$ cat src/rtl/coax_tx_buffer.sv
// Transmit word buffer: queues 10-bit words from the host and, on start,
// drains them back-to-back into the coax transmitter as one contiguous frame.
module coax_tx_buffer #(
  parameter int DEPTH = 16
) (
  input  logic                     clk,
  input  logic                     reset,
  input  logic [9:0]               data,
  input  logic                     strobe,
  output logic                     full,
  output logic                     empty,
  output logic [$clog2(DEPTH):0]   count,
  output logic                     overflow,
  input  logic                     start,
  output logic                     busy,
  output logic [9:0]               tx_data,
  output logic                     tx_strobe,
  input  logic                     tx_ready,
  input  logic                     tx_active
);

  localparam int AW = $clog2(DEPTH);
  localparam logic [AW:0] DEPTH_C = (AW+1)'(DEPTH);

  typedef enum logic [1:0] {
    IDLE,
    SENDING,
    WAIT_DONE
  } state_t;

  state_t          state, state_next;
  logic [9:0]      mem [DEPTH];
  logic [AW-1:0]   rd_ptr, wr_ptr;
  logic [AW:0]     count_next;
  logic            seen_active, seen_next;
  logic            overflow_next;
  logic            push, pop;

  assign full      = (count == DEPTH_C);
  assign empty     = (count == '0);
  assign busy      = (state != IDLE);
  assign tx_data   = mem[rd_ptr];
  assign tx_strobe = (state == SENDING) && tx_ready && !empty;

  // The full check uses this cycle's count, so a concurrent pop never makes room.
  assign push = strobe && !full;
  assign pop  = tx_strobe;

  always_comb begin
    count_next = count;
    case ({push, pop})
      2'b10:   count_next = count + (AW+1)'(1);
      2'b01:   count_next = count - (AW+1)'(1);
      default: count_next = count;
    endcase
  end

  always_comb begin
    state_next    = state;
    seen_next     = seen_active;
    overflow_next = overflow;
    case (state)
      IDLE: begin
        if (start && !empty) begin
          state_next    = SENDING;
          overflow_next = 1'b0;
        end
      end
      SENDING: begin
        if (count_next == '0) begin
          state_next = WAIT_DONE;
          seen_next  = 1'b0;
        end
      end
      WAIT_DONE: begin
        // The transmitter raises active a few cycles late; wait until it has been seen.
        if (seen_active && !tx_active) state_next = IDLE;
        if (tx_active) seen_next = 1'b1;
      end
      default: state_next = IDLE;
    endcase
    if (strobe && full) overflow_next = 1'b1;
  end

  always_ff @(posedge clk) begin
    if (reset) begin
      state       <= IDLE;
      rd_ptr      <= '0;
      wr_ptr      <= '0;
      count       <= '0;
      overflow    <= 1'b0;
      seen_active <= 1'b0;
    end else begin
      state       <= state_next;
      count       <= count_next;
      overflow    <= overflow_next;
      seen_active <= seen_next;
      if (push) wr_ptr <= wr_ptr + AW'(1);
      if (pop)  rd_ptr <= rd_ptr + AW'(1);
    end
  end

  // Storage is not reset; a reset only flushes the queue via the pointers.
  always_ff @(posedge clk) begin
    if (push) mem[wr_ptr] <= data;
  end

endmodule

$ cat config.mk
export PLATFORM = sky130hd
export DESIGN_NAME = coax_tx_buffer
export DESIGN_NICKNAME = d
export VERILOG_FILES = /design/src/rtl/coax_tx_buffer.sv
export SDC_FILE = /design/constraint.sdc
export NUM_CORES = 1
export LEC_CHECK = 0
export CORE_UTILIZATION = 55
export CTS_BUF_LIST = sky130_fd_sc_hd__clkbuf_2
export CTS_CLUSTER_DIAMETER = 120
export DETAILED_ROUTE_END_ITERATION = 10
export DONT_BUFFER_PORTS = 1
export PLACE_DENSITY_LB_ADDON = 0.3
export SLEW_MARGIN = 15
export SYNTH_ARGS = -nofsm -noshare
export SYNTH_HDL_FRONTEND = slang
export SYNTH_SLANG_ARGS = --single-unit
$ cat constraint.sdc
create_clock -name clk -period 4.5 [get_ports clk]
set_input_delay 0.675 -clock clk [delete_from_list [all_inputs] [get_ports clk]]
set_output_delay 0.675 -clock clk [all_outputs]
set_load 0.02 [all_outputs]
==> reports/metrics.cfg <==
[place]
place.port_buffers=0
hpwlAfterDp_mm=8.33
pre_cts_ws_ns=1.27
place.gp.congestion=0.711
place_area_sq_um=7450

[synth]
yosysTopAreaCell=edfxtp_1
synth-edff-count=160
synth_seq_area_share_pct=72.7
synth-simple-area-share_pct=4.63
synth-compound-area-share_pct=2.51
ys_warn_count=0
async_flop_share_pct=0
synth_area_leaders=edfxtp_1, mux4_2, dfxtp_1, nor2_1, ha_1
synth_adder_area_share_pct=1.22
syn_area_per_cell_sq_um=19.5
synth_top_family_by_area=multiplexers
ys_ff_latch=181
synth.mux.area_fraction_pct=16.1
ys.flop_type=edfxtp_1
synth_xor_area_share_pct=1.46
syn_area_sq_um=7190
synth_top_area_share_pct=66.8
syn_inst=368
synth_cell_types=40
synth.net_count=391

[global_route]
grt_max_degree=41
overflow=0
grt_pass1_wl_mm=20.7
grt_pass1_vias=3621
antenna_found_initial=1
grt_usage_pct=22.3

[finish]
stdcell_area_sq_um=7790
mostFrequentLayoutCell=edfxtp_1
layout_common_cells=edfxtp_1, mux4_2, nor2_1, dfxtp_1, clkbuf_2
drive_above_1_share_pct=26.6
fill_cells=890
nNetsFinal=415
area_growth_pct=8.39
final_util_pct=61.5

[pwr]
sw_frac_of_total_pct=22.0
power_density_nw_per_um2=365
p_int_mw=2.22
p_sw_uw=626
ir_drop_mv=0.148
seqPwrFrac_pct=65.9
p_comb_share_pct=6.0
clkPwrFrac_pct=28.0
p_leak_nw=2.43

[floorplan]
die_w_um=116
num_rows=41
initial_core_util_pct=56.7
core_sq_um=12700
io_pins=36
dieArea_sq_um=13500
die_y_um=116

[critical_path]
required_ns=3.83
cpMostUsedCell=mux4_2
worstSetupEndpointType=output port
critPathLaunchType=flop
cp.arrival_ns=2.83
crit_fanout=28
slowest_delay_ns=0.69
path_cells=buf_12 > mux4_2 > mux4_2
critPathSlowestCell=dfxtp_2
critPathKind=flop to output port

[timing]
fin_setup_tns_ns=0
slew_violations=0
final.setup_skew_ns=0.0154
setup_ws_ns=0.990
hold_viol=0
min_period_ns=3.51
tightest_slew_ns=1.14
fmax_mhz=285
setup_viol=0
relSlewSlack_pct=23.6
rsz0062_at_grt=no
fin_crit_sh_pct=78.0

[route]
wl_per_cell_um=23.9
wl_mm=13.7
postRouteAntennaNets=0
drt-initial-drc-count=331
dr.pass1.iters=4
via_count=3447
drc=0
routed_via_density=5.98

[clocking]
root_buffer=clkbuf_2
cts-htree-levels=4
worstSkewPairLatency_ns=0.70
clock_path_buffers=2
cts.sinks=181
cts_buffers=17
clkSlewWorstSetupHoldPaths_ns=0.21
post_cts_resized=0
cts_tree=built

[run_status]
status=finished, final reports clean

[run]
drv_cap=0

[min_path]
holdCritPathClass=input port to flop

## cell type report
type	count	area, sq um	share of cell area, %
multi-input cells	163	1880	24.1
repair buffers	24	220	2.83
diodes	1	2.50	0.0321
well taps	172	215	2.76
clock inverters	12	138	1.77
inverters	5	18.8	0.241
flip-flops and latches	181	5230	67.1
clock buffers	18	90.1	1.16
## power groups by stage
stage	registers [mW]	logic, mW	clock network, mW
4_1_cts	1.88	0.173	0.822
5_1_grt	1.88	0.188	0.882
3_3_place_gp	1.91	0.143	0
3_5_place_dp	1.91	0.146	0
6_report	1.88	0.171	0.797
2_1_floorplan	1.90	0.127	0
## metal layers
| layer | part of all wire (%) | GRT usage (%) | vias to the layer above |
|---|---|---|---|
| met3 | 8.0 | 7.37 | 23 |
| met4 | 2.0 | 8.72 | 0 |
| met1 | 38 | 27.1 | 1780 |
| met2 | 52 | 37.2 | 121 |
| li1 | - | - | 1523 |
| met5 | 0 | 0 | - |
## logic make-up after synthesis
| group | count (synthesis) |
|---|---|
| buffers and inverters | 24 |
| AND/OR/NAND/NOR | 70 |
| multiplexers | 53 |
| adder cells (fa/ha/maj) | 7 |
| AO/OA/AOI/OAI | 21 |
| XOR/XNOR | 12 |
| flip-flops | 181 |
## per-stage QoR
step | cells | hold WS, ns | total power [mW]
finish | 576 | 0.114 | 2.84
global route | 575 | 0.0489 | 2.95
CTS | 575 | 0.0365 | 2.87
detailed placement | 534 | 0.514 | 2.06
global placement | 534 | 0.489 | 2.05
floorplan | 368 | 0.472 | 2.03
## path summary, 6_finish.rpt
path                                start          end  depth (start not counted)  slack (ns)
worst max-delay path                 flop   tx_data[1]                          3        0.99
worst max register to register   count[2]  seen_active                          9        1.17
worst min-delay path                reset     state[0]                          2        0.11
worst min register to register  rd_ptr[3]    rd_ptr[3]                          2        0.55
## cells in the mapped netlist, types with 2 or more instances
cell	count
nand2_1	10
edfxtp_1	160
nor2b_1	3
o31a_1	2
dfxtp_1	21
nor2_1	35
buf_1	2
o21ai_0	2
ha_1	7
nor3b_1	2
xnor2_1	7
buf_2	5
nand4_1	2
clkbuf_1	11
xor2_1	5
mux2i_1	3
inv_1	5
nor3_1	4
nand2b_1	5
mux4_2	50
a21oi_1	8
## flip-flops by register name (all words and copies together) (netlist names), named ones only
name and cells:
mem 160, count 5, rd_ptr 4, wr_ptr 4, state 2, overflow 1, seen_active 1
## timing repair
item / CTS / global route
setup buffers: 0 / 0
hold buffers: 11 / 0
hold endpoints to repair: 178 / 0
## worst max-delay path: cells and delay by family (launching register included)
kind | cells | cell delay [ns]
muxes | 2 | 1.12
DFF | 1 | 0.69
buffers and inverters | 1 | 0.31
No activity file was read; power rests on OpenSTA's default activity.
==> variant: new RTL, same settings <==
The parameter `DEPTH` goes from 16 to 8.
--- a/src/rtl/coax_tx_buffer.sv
+++ b/src/rtl/coax_tx_buffer.sv
@@ -1,7 +1,7 @@
 // Transmit word buffer: queues 10-bit words from the host and, on start,
 // drains them back-to-back into the coax transmitter as one contiguous frame.
 module coax_tx_buffer #(
-  parameter int DEPTH = 16
+  parameter int DEPTH = 8
 ) (
   input  logic                     clk,
   input  logic                     reset,
Ports: changed (resized count); port bits go from 36 to 35. No check against the original RTL was run, so the function may have changed too.
==> variant against the unedited design <==
  * Clock skew rose by 12 ps
  * Sequential cell count fell by 84
  * Power fell by 43%
  * Critical endpoint is now tx_data[9]
  * Highest routed layer unchanged
  * Wire length fell by 54%
  * Critical path depth fell by 1
  * First-iteration DRC count fell by 65%
  * Combinational power fell by 20%
  * Setup slack improved by 510 ps
  * Design area fell by 46%
  * Synthesized area fell by 46%
==> variant: results (changes against the unedited design) <==
# fillers=523 (-41%); Worst-Margin Slew=1040 ps (-102 ps); Synth area leaders=edfxtp_1 (61%), mux4_2 (12%), dfxtp_1 (8.7%), mux2_2 (2.9%), nor2_1 (1.9%); wire per inst=19.0 um (-20%); clock buffer count from CTS=9 (-8); status=finished, final reports clean; Port Buffers=0 (unchanged); RePlAce Congestion=0.762 (+7.3%); Pre-antenna DRT Iters=4 (unchanged); Max Buffers Root-to-Sink=2 (unchanged); worst skew pair latency=540 ps (-160 ps); Post-CTS Resized=0 (unchanged); layout cells sized above 1=24.4% (-2.2 points); Worst Clk Skew=27.4 ps (+11.9 ps); sw frac=23.6% (+1.6 points); Adder-Cell Fraction of Synth Area=1.28% (+0.060 points); GR Util All Layers=18.6% (-3.7 points); largest net degree at the start of global routing=21 (-49%); Hold WS=149 ps (+34.8 ps); yosys warns=0 (unchanged); HP Class=in -> reg; Post-Syn Area per Cell=17.3 um^2 (-11%); Setup Fix Bufs, Post-CTS=0 (unchanged); Synth cell types=40 (unchanged); Max IR drop VDD=169 uV (+14%); CTS H-tree lvls=3 (-1); mux cell area share after synthesis=15.1% (-0.93 points); XOR/XNOR Fraction of Synth Area=1.57% (+0.10 points); Vias=1,898 (-45%); # diodes=0 (-1); placed instance area=4040 um^2 (-46%); register area share after synthesis=70.0% (-2.6 points); first-pass GRT wire length=9.87 mm (-52%); Post-synth EDFFs=80 (-50%); detailed placement HPWL=3.99 mm (-52%); Worst-path clk slew=250 ps (+40 ps); placed insts=318 (-40%); crit path DAT=2330 ps (-500 ps); leakage power=1.34 nW (-45%); Iteration-0 DRC Markers=115 (-65%); syn_nets=246 (-37%); crit path max fanout=20 (-29%); initial antenna violation count=0 (-1); Synth Area in Compound Gates=3.45% (+0.94 points); area growth from synthesis to layout=6.81%; post-synthesis async set-or-reset flop share=0% (unchanged); top post-synthesis cells by count=edfxtp_1 (80), mux4_2 (20), nor2_1 (20); clock root buffer=clkbuf_2; Vias/cell=5.68 (-5.0%); largest registers=mem x80, count x4; Placement Setup Slack=1500 ps (+227 ps)
==> variant: cell types whose count changed after synthesis, sizes merged, moves of 5 or more <==
cell and delta:
clkbuf -5, edfxtp -80, mux2 +10, mux4 -30, nand2 -6, nor2 -15, xnor2 -5
==> variant: logic make-up after synthesis <==
| logic type | Yosys count |
|---|---|
| adders and majority gates | 4 |
| and+or+nand+nor | 51 |
| muxes | 33 |
| buffers and inverters | 18 |
| xor gates and xnor gates | 7 |
| DFF | 97 |
| AOI/OAI and AO/OA | 16 |
==> variant: cell type report <==
type                    instances  area share, %
repair buffers                  6           1.08
multi-input cells             111           26.4
well taps                      96           2.87
clock inverters                 7           2.24
inverters                       8          0.718
clock buffers                   9           1.08
flip-flops and latches         97           65.6
==> variant: final timing paths <==
path	startpoint	to	slack, ps	cells past startpoint
setup reg to reg	count[1]	seen_active	1500	9
hold reg to reg	rd_ptr[2]	rd_ptr[2]	550	2
setup / recovery	flop	tx_data[9]	1500	2
hold / removal	reset	seen_active	150	1
==> variant: power by group through the flow <==
stage	clock, mW	sequential (mW)	combinational [mW]
floorplan	0	1.03	0.121
global placement	0	1.04	0.137
detailed placement	0	1.04	0.138
CTS	0.472	1.02	0.138
global route	0.504	1.03	0.148
finish	0.467	1.02	0.136
==> variant: metal layers <==
| metal | wire length [um] | track usage [%] | up-vias |
|---|---|---|---|
| met3 | 294 | 4.38 | 10 |
| li1 | - | - | 896 |
| met1 | 2710 | 23.6 | 948 |
| met2 | 3230 | 30.4 | 44 |
| met5 | 0 | 0 | - |
| met4 | 108 | 9.09 | 0 |
==> variant: critical path, cell delays in order, from the launching register on <==
cell	delay (ps)
dfxtp_1	1020
mux4_2	430
mux2_2	340
